**src/rtl/srrc_fold_ctrl_pkg.sv**
```systemverilog
// Shared definitions for the SRRC filter family: widths, FSM states and
// the default 9-entry unique coefficient set of the 17-tap symmetric filter.
package srrc_pkg;

    localparam int DW    = 18;
    localparam int NTAPS = 17;
    localparam int NUNIQ = (NTAPS + 1) / 2;

    typedef enum logic {IDLE, RUN} state_t;

    typedef logic signed [DW-1:0] sample_t;

    localparam sample_t DEFAULT_COEF [NUNIQ] = '{
        18'sd3259,  -18'sd3378, -18'sd10461, -18'sd12207, -18'sd3946,
        18'sd14611, 18'sd38196, 18'sd57937,  18'sd65624
    };

endpackage

```
**src/rtl/srrc_fold_ctrl_mac.sv**
```systemverilog
// Shared pre-add / multiply / accumulate datapath for the folded filter.
// acc presents the running sum with the current term already folded in, so
// the controller can capture the finished result on the last step's edge.
module srrc_fold_mac
    import srrc_pkg::*;
(
    input  logic    clk,
    input  logic    reset,
    input  logic    clear,
    input  logic    enable,
    input  logic    mid,
    input  sample_t tap_lo,
    input  sample_t tap_hi,
    input  sample_t coef,
    output sample_t acc
);

    sample_t                sum_q;
    sample_t                pre;
    logic signed [2*DW-1:0] prod;

    // Pre-add mirrored taps (centre tap passes alone), multiply, keep [34:17]
    always_comb begin
        pre  = mid ? tap_lo : sample_t'(tap_lo + tap_hi);
        prod = (2*DW)'(pre) * (2*DW)'(coef);
        acc  = sum_q + sample_t'(prod[2*DW-2:DW-1]);
    end

    // Wrapping accumulator register, cleared when a new sample is accepted
    always_ff @(posedge clk) begin
        if (reset || clear) begin
            sum_q <= '0;
        end else if (enable) begin
            sum_q <= acc;
        end
    end

endmodule

```
**src/rtl/srrc_fold_ctrl.sv**
```systemverilog
// Sequencer for a folded 17-tap symmetric SRRC filter: sample handshake,
// delay line, tap/coefficient sequencing and a double-buffered coef bank.
module srrc_fold_ctrl
    import srrc_pkg::*;
(
    input  logic                 clk,
    input  logic                 reset,
    input  logic signed [DW-1:0] in,
    input  logic                 in_valid,
    output logic                 in_ready,
    output logic signed [DW-1:0] out,
    output logic                 out_valid,
    input  logic                 coef_we,
    input  logic [3:0]           coef_addr,
    input  logic signed [DW-1:0] coef_data,
    input  logic                 coef_commit,
    output logic                 commit_pending
);

    state_t     state;
    logic [3:0] cnt;
    sample_t    x      [NTAPS];
    sample_t    shadow [NUNIQ];
    sample_t    active [NUNIQ];
    sample_t    acc;
    logic       accept;
    logic       apply_commit;
    logic       last;
    logic       run;
    logic [4:0] lo_idx;
    logic [4:0] hi_idx;

    assign in_ready     = (state == IDLE);
    assign run          = (state == RUN);
    assign accept       = in_ready && in_valid;
    // A commit is applied on any IDLE edge, so the active bank is frozen while running
    assign apply_commit = in_ready && (commit_pending || coef_commit);
    assign last         = (cnt == 4'(NUNIQ - 1));
    assign lo_idx       = 5'(cnt);
    assign hi_idx       = 5'(NTAPS - 1) - 5'(cnt);

    srrc_fold_mac u_mac (
        .clk    (clk),
        .reset  (reset),
        .clear  (accept),
        .enable (run),
        .mid    (last),
        .tap_lo (x[lo_idx]),
        .tap_hi (x[hi_idx]),
        .coef   (active[cnt]),
        .acc    (acc)
    );

    // FSM, delay line, coefficient banks and registered outputs
    always_ff @(posedge clk) begin
        if (reset) begin
            state          <= IDLE;
            cnt            <= '0;
            x              <= '{default: '0};
            out            <= '0;
            out_valid      <= 1'b0;
            commit_pending <= 1'b0;
            shadow         <= DEFAULT_COEF;
            active         <= DEFAULT_COEF;
        end else begin
            out_valid <= 1'b0;

            if (coef_we && (coef_addr < 4'(NUNIQ))) begin
                shadow[coef_addr] <= coef_data;
            end

            // active takes the pre-write shadow when a write and commit coincide
            if (apply_commit) begin
                active         <= shadow;
                commit_pending <= 1'b0;
            end else if (coef_commit) begin
                commit_pending <= 1'b1;
            end

            case (state)
                IDLE: begin
                    if (in_valid) begin
                        for (int unsigned i = NTAPS - 1; i > 0; i--) begin
                            x[i] <= x[i - 1];
                        end
                        x[0]  <= in;
                        cnt   <= '0;
                        state <= RUN;
                    end
                end
                RUN: begin
                    if (last) begin
                        out       <= acc;
                        out_valid <= 1'b1;
                        cnt       <= '0;
                        state     <= IDLE;
                    end else begin
                        cnt <= cnt + 4'd1;
                    end
                end
                default: state <= IDLE;
            endcase
        end
    end

endmodule

```
**config.mk**
```make
export PLATFORM = sky130hd
export DESIGN_NAME = srrc_fold_ctrl
export DESIGN_NICKNAME = d
export VERILOG_FILES = /design/src/rtl/srrc_fold_ctrl_pkg.sv /design/src/rtl/srrc_fold_ctrl_mac.sv /design/src/rtl/srrc_fold_ctrl.sv
export SDC_FILE = /design/constraint.sdc
export NUM_CORES = 2
export LEC_CHECK = 0
export ABC_AREA = 0
export BUFFER_PORTS_ARGS = -buffer_cell sky130_fd_sc_hd__buf_2
export CAP_MARGIN = 10
export CORE_ASPECT_RATIO = 1.75
export CORE_MARGIN = 1.5
export CORE_UTILIZATION = 45
export CTS_CLUSTER_SIZE = 24
export DETAILED_ROUTE_END_ITERATION = 12
export PLACE_DENSITY_LB_ADDON = 0.05
export SETUP_SLACK_MARGIN = 0.02
export SLEW_MARGIN = 20
export SYNTH_ARGS = -nofsm -noshare
export SYNTH_HDL_FRONTEND = slang
export SYNTH_SLANG_ARGS = --single-unit
```
**constraint.sdc**
```tcl
create_clock -name clk -period 12.7 [get_ports clk]
set_input_delay 1.27 -clock clk [delete_from_list [all_inputs] [get_ports clk]]
set_output_delay 1.27 -clock clk [all_outputs]
set_load 0.01 [all_outputs]
```
# Word level (Yosys, flattened, before mapping)
# Cells that the tools add are included.
# W data, S select, Z words.
# totals
output_inout_bits	21
reg_bits	673
elab_cells	89
# classes
n_eq_ne	2
n_mux	20
n_reduce_logical	10
order_cmp	6
mul	1
n_addsub	4
bitwise_logic	5
# ops
op	n
$bmux W18 S5	2
$bwmux W162	1
$mux W18	8
$bmux W18 S4	1
$demux W18 S4	1
$add A18 B18 Y18	2
$mul A18 B18 Y35	1
$ge A6 B6 Y1 const B	2
$ge A5 B5 Y1 const B	2
$not A4 Y5	2
$mux W4	2
$pmux W4 S2	1
$not A4 Y6	1
$not A5 Y6	1
$lt A5 B1 Y1 const B	1
$sub A5 B4 Y5 const A	1
$add A4 B1 Y4 const B	1
$eq A4 B4 Y1 const B	1
$logic_and A1 B1 Y1	4
$lt A4 B4 Y1 const B	1
$reduce_and A2 Y1	2
$reduce_or A2 Y1	2
$mux W1	3
$logic_or A1 B1 Y1	2
other kinds (3)	3

# Longest topological paths before layout
# depth
depth_word	9
ltp_mapped	63
depth_no_buf	57

# Hierarchy
# A second synthesis with hierarchy kept.
# unflattened
hier_cells	4911
area_unflattened_um2	43028.8
# by_module_without_submodules
mod	cells_each	n_inst	area_per_inst_um2
srrc_fold_ctrl	3300	1	28927.7
srrc_fold_mac	1611	1	14101.0

# Worst setup path before layout
# OpenSTA, ideal clock, no wires.
# synth_timing
path_kind	reg-to-reg
start	reg cnt[0]
end	reg u_mac.sum_q[16]
t_required_ns	12.568
path_stages_with_launch	59
slack_ns	-0.094
arrival_time_ns	12.662
synth_period_minus_slack_ns	12.794
cell_sequence	dfxtp_1 > buf_6 > buf_8 > buf_2 > buf_2 > buf_1 > clkbuf_1 > buf_2 > buf_2 > mux4_2 > mux2i_1 > o21ai_0 > ha_1 > inv_1 > fa_1 > nor2b_1 > o21ai_0 > a21oi_1 > (+23 left out) > o21ai_0 > nor2b_1 > o21a_1 > nor2_1 > nor2b_1 > o21a_1 > nor2_1 > ha_1 > a21boi_0 > o21ai_0 > a21boi_0 > o21ai_0 > a21oi_1 > o2111ai_1 > a21oi_1 > or3_1 > nand3_1 > a21oi_1
# synth_between
elab_chain_len	9
elab_cells_between_ends	18
classes_between	add/sub (3); mul (1); eq/ne (1); mux (10); bitwise (3)
# synth_lines
element	line_no	rtl
from (decl)	srrc_fold_ctrl.sv:21	logic [3:0] cnt;
from (signal assigned)	srrc_fold_ctrl.sv:98	cnt <= cnt + 4'd1;
$sub A5 B4 Y5	srrc_fold_ctrl.sv:40	assign hi_idx = 5'(NTAPS - 1) - 5'(cnt);
$not A5 Y6 (implied by the code)	srrc_fold_ctrl.sv:49	.tap_hi (x[hi_idx]),
$bmux W18 S5	srrc_fold_ctrl.sv:49	
$mux W18 (implied by the code) (2 in a row)	srrc_fold_ctrl.sv:49	
$add A18 B18 Y18	srrc_fold_ctrl_mac.sv:24	pre = mid ? tap_lo : sample_t'(tap_lo + tap_hi);
$mux W18	srrc_fold_ctrl_mac.sv:24	
$mul A18 B18 Y35 *	srrc_fold_ctrl_mac.sv:25	prod = (2*DW)'(pre) * (2*DW)'(coef);
$add A18 B18 Y18 *	srrc_fold_ctrl_mac.sv:26	acc = sum_q + sample_t'(prod[2*DW-2:DW-1]);
to (signal assigned)	srrc_fold_ctrl_mac.sv:32	sum_q <= '0;
to (signal assigned)	srrc_fold_ctrl_mac.sv:34	sum_q <= acc;
to (decl)	srrc_fold_ctrl_mac.sv:18	sample_t sum_q;
# Mark *: on every way between the ends. The rest lies on a longest branch, timed or not. The select of a mux whose other input is x is not followed.
# A chain may end at the register's enable or synchronous reset.

# Worst setup path in the final report
# layout_timing
start	reg cnt[0]
end	reg out[16]
# layout_between
elab_chain_len	9
elab_cells_between_ends	19
classes_between	add/sub (3); mul (1); eq/ne (1); mux (10); bitwise (3); reduce/logical (1)
# layout_lines
element	line_no	rtl
$sub A5 B4 Y5	srrc_fold_ctrl.sv:40	
$not A5 Y6 (implied by the code)	srrc_fold_ctrl.sv:49	
$bmux W18 S5	srrc_fold_ctrl.sv:49	
$mux W18 (implied by the code) (2 in a row)	srrc_fold_ctrl.sv:49	
$add A18 B18 Y18	srrc_fold_ctrl_mac.sv:24	
$mux W18	srrc_fold_ctrl_mac.sv:24	
$mul A18 B18 Y35	srrc_fold_ctrl_mac.sv:25	
$add A18 B18 Y18	srrc_fold_ctrl_mac.sv:26	
to (signal assigned)	srrc_fold_ctrl.sv:60	out <= '0;
to (signal assigned)	srrc_fold_ctrl.sv:93	out <= acc;
to (decl)	srrc_fold_ctrl.sv:11	output logic signed [DW-1:0] out,
# Parallel ways exist; a longest one is shown, timed or not. The select of a mux whose other input is x is not followed.

==> results.yml <==
outcome:
  status: "complete, no violations"
layout:
  post_layout_nonfiller_instances: 6145
  syn_to_final_growth_pct: 9.96
  nets: 5377
  drive_gt1_share_pct: 10.8
  finalInstanceArea_sq_um: 46500
  diodes: 0
  nFillCells: 9136
  utilization_pct: 50.0
global_route:
  grt_pass1_wl_um: 203000
  gr-total-overflow: 0
  groute.usage.overall_pct: 27.6
  grt_pass1_vias: 33886
  antenna_found_initial: 3
  grt_max_degree: 160
yosys:
  syn_nets: 5445
  avgSynthCellArea_sq_um: 8.52
  syn_inst: 4959
  ys_warn_count: 0
  synth_edf_count: 0
  ys_seq_area_share_pct: 31.9
  ys.flop_type: "dfxtp_1"
  async_reset_ff_share_pct: 0
  syn_area_sq_um: 42200
  ys_ff_latch: 673
  yosysUniqueCellTypes: 63
min_path:
  min_to: "active[43]$_SDFFE_PP0P_"
  min_path_cells: 2
  min_from: "shadow[43]$_SDFFE_PP0P_"
  hold_class: "flop to flop"
worst_setup_path:
  worstSetupPathType: "flop to flop"
  cp_slowest_cell: "fa_1"
  cp_max_fo: 34
  r2r_slack_ns: 0.71
  reg2reg_from: "cnt[0]$_SDFFE_PP0P_"
  max_stage_delay_ns: 0.55
  endpoint_kind: "flop"
  cp_data_required_time_ns: 13.20
  worstReg2RegEnd: "out[16]$_SDFFE_PP0P_"
  cp-start-kind: "flop"
  r2r_cells: 51
  cp.arrival_ns: 12.49
route:
  firstDrtPassIters: 7
  vias_per_cell: 5.49
  drcViolationCount: 0
  drt_wl_total_um: 133000
  wl_per_cell_um: 21.6
  dr_total_vias: 33747
  drtAntennaViolNets: 0
  drt-initial-drc-count: 1966
clock_network:
  cts_htree_levels: 3
  cts_sinks: 673
  clk_latency_ns: 0.66
  cts-root-buf: "clkbuf_16"
  ctsLongestPathBuffers: 3
  cts_tree: "done"
  numCtsBuffers: 68
  clkTransAtPathRegs_ns: 0.07
  cts_hold_buf: 0
power_and_ir_drop:
  power_density_nw_per_um2: 172
  clockPowerShare_pct: 26.8
  peakVddDrop_mv: 0.147
  power.switching_mw: 3.12
  cellLeakagePower_nw: 18.5
  intPower_mw: 4.88
  power_mw: 8.01
  combPwrFrac_pct: 45.9
  pwr-share-seq_pct: 27.4
  swShare_pct: 39.0
floorplanning:
  core_area_sq_um: 93000
  rows: 148
  fp.dieW_um: 235
  floorplan.initialDensity_pct: 45.4
  die_h_um: 408
  die_area_sq_um: 95800
  num_io_pins: 66
timing:
  setup_violations: 0
  worst_slew_pin_slew_ns: 1.15
  hold_viol: 0
  fin_setup_tns_ns: 0
  fin_crit_sh_pct: 94.4
  final.min_clock_period_ns: 11.99
  fin_skew_ns: 0.0496
  rsz0062_at_grt: "false"
  slew_violations: 0
  slew_headroom_pct: 23.3
  fmax_mhz: 83.4
place:
  place_congestion: 0.889
  place_inst: 6012
  hpwl_um: 93500
  port_buffers: 65
  placed_cell_area_sq_um: 44000
run:
  max_cap_viol_count: 0
-- repair_timing --
| action | CTS | global route |
|---|---|---|
| endpoints found under the hold margin | 0 | 0 |
| setup endpoints to repair | 0 | 22 |
| gates resized for setup | 0 | 18 |
| buffers inserted | 0 | 8 |
-- per-stage QoR --
step	setup WS, ns	hold WS (ns)
after floorplan	0.0917	0.431
after global placement	0.370	0.437
after detailed placement	0.174	0.443
after CTS	0.152	0.448
after global routing	0.0102	0.460
final	0.713	0.446
-- per-layer routing --
| metal | vias to the layer above | global-route usage (%) | wire, um |
|---|---|---|---|
| met2 | 707 | 53.2 | 72700 |
| met5 | - | 0 | 0 |
| met4 | 0 | 12.3 | 5900 |
| met1 | 16810 | 30.2 | 49900 |
| li1 | 15986 | - | - |
| met3 | 244 | 2.54 | 4310 |
-- cell families after synthesis --
family	count (synthesis)	synth area share [%]
and+or+nand+nor	2077	20.8
AOI/OAI and AO/OA	734	9.58
buffers and inverters	722	6.50
DFF	673	31.9
adders and majority gates	443	18.8
muxes	245	11.1
xor gates and xnor gates	65	1.35
-- synth_stat cells (4+ instances only) --
cell / number / area (sq um)
a211o_1: 14 / 123
a211oi_1: 21 / 158
a21boi_0: 4 / 30.0
a21o_1: 19 / 143
a21oi_1: 550 / 2750
a31oi_1: 8 / 50.1
a32o_1: 15 / 150
and2_1: 17 / 106
and3_1: 6 / 37.5
buf_1: 31 / 116
buf_2: 8 / 40.0
clkbuf_1: 296 / 1110
dfxtp_1: 673 / 13500
fa_1: 318 / 6370
ha_1: 123 / 1540
inv_1: 382 / 1430
mux2_2: 9 / 101
mux2i_1: 60 / 601
mux4_1: 4 / 105
mux4_2: 172 / 3870
nand2_1: 1531 / 5750
nand2b_1: 27 / 169
nand3_1: 26 / 130
nand3b_1: 157 / 1180
nor2_1: 210 / 788
nor2b_1: 49 / 307
nor3_1: 23 / 115
o211ai_1: 4 / 30.0
o21a_1: 20 / 150
o21ai_0: 42 / 210
o21ai_1: 15 / 75.1
o21bai_1: 4 / 30.0
o22ai_1: 6 / 37.5
or2_2: 6 / 37.5
or3_1: 9 / 56.3
xnor2_1: 49 / 429
xor2_1: 16 / 140
-- power groups by stage --
| stage | Combinational [mW] | Sequential (mW) | Clock (mW) |
|---|---|---|---|
| 6_report | 3.67 | 2.19 | 2.14 |
| 5_1_grt | 4.10 | 2.20 | 2.27 |
| 4_1_cts | 3.74 | 2.19 | 2.20 |
| 3_5_place_dp | 3.73 | 2.24 | 0 |
| 3_3_place_gp | 3.70 | 2.24 | 0 |
| 2_1_floorplan | 2.45 | 2.23 | 0 |
-- layout make-up --
| class | count | area [sq um] | share of cell area, % |
|---|---|---|---|
| Tap cell | 1200 | 1500 | 3.23 |
| Sequential cell | 673 | 13500 | 29.0 |
| Multi-Input combinational cell | 3564 | 26200 | 56.5 |
| Clock inverter | 26 | 368 | 0.792 |
| Inverter | 384 | 1440 | 3.10 |
| Clock buffer | 98 | 1990 | 4.27 |
| Timing Repair Buffer | 200 | 1440 | 3.10 |
-- placed cells by master (no fill, tap or decap), drive strengths merged, types with 19 or more instances in the layout --
master,count
ha,123
dfxtp,673
clkbuf,99
a21o,19
nor2b,49
nand2b,27
buf,199
a211oi,21
nand3b,157
mux2i,60
a21oi,550
nor3,23
o21ai,57
fa,318
nand2,1531
nand3,26
mux4,176
inv,387
xnor2,49
nor2,210
o21a,20
-- critical path: cells and delay by family (launching register included) --
family	cells	cell delay, ns
AOI/OAI and AO/OA	18	3.25
muxes	1	0.53
and+or+nand+nor	12	2.27
DFF	1	0.42
adders and majority gates	10	4.18
xor gates and xnor gates	1	0.09
buffers and inverters	9	1.08
-- how the worst max path moves through the flow --
stage,from,end,slack (ns),depth (start not counted)
2_1_floorplan,cnt[1]$_SDFFE_PP0P_,u_mac.sum_q[16]$_SDFFE_PP0P_,0.09,58
3_3_place_gp,cnt[0]$_SDFFE_PP0P_,out[14]$_SDFFE_PP0P_,0.37,56
3_5_place_dp,cnt[0]$_SDFFE_PP0P_,out[14]$_SDFFE_PP0P_,0.17,56
4_1_cts,cnt[0]$_SDFFE_PP0P_,out[14]$_SDFFE_PP0P_,0.15,56
5_1_grt,cnt[0]$_SDFFE_PP0P_,u_mac.sum_q[17]$_SDFFE_PP0P_,0.01,47
6_report,cnt[0]$_SDFFE_PP0P_,out[16]$_SDFFE_PP0P_,0.71,51
-- flip-flops by register name, summed over array words and instances, names as in the netlist --
signal          flops
run                 1
u_mac.sum_q        18
active            162
shadow            162
commit_pending      1
out_valid           1
x                 306
out                18
cnt                 4
Note: power is estimated with default switching activity, not from simulation.
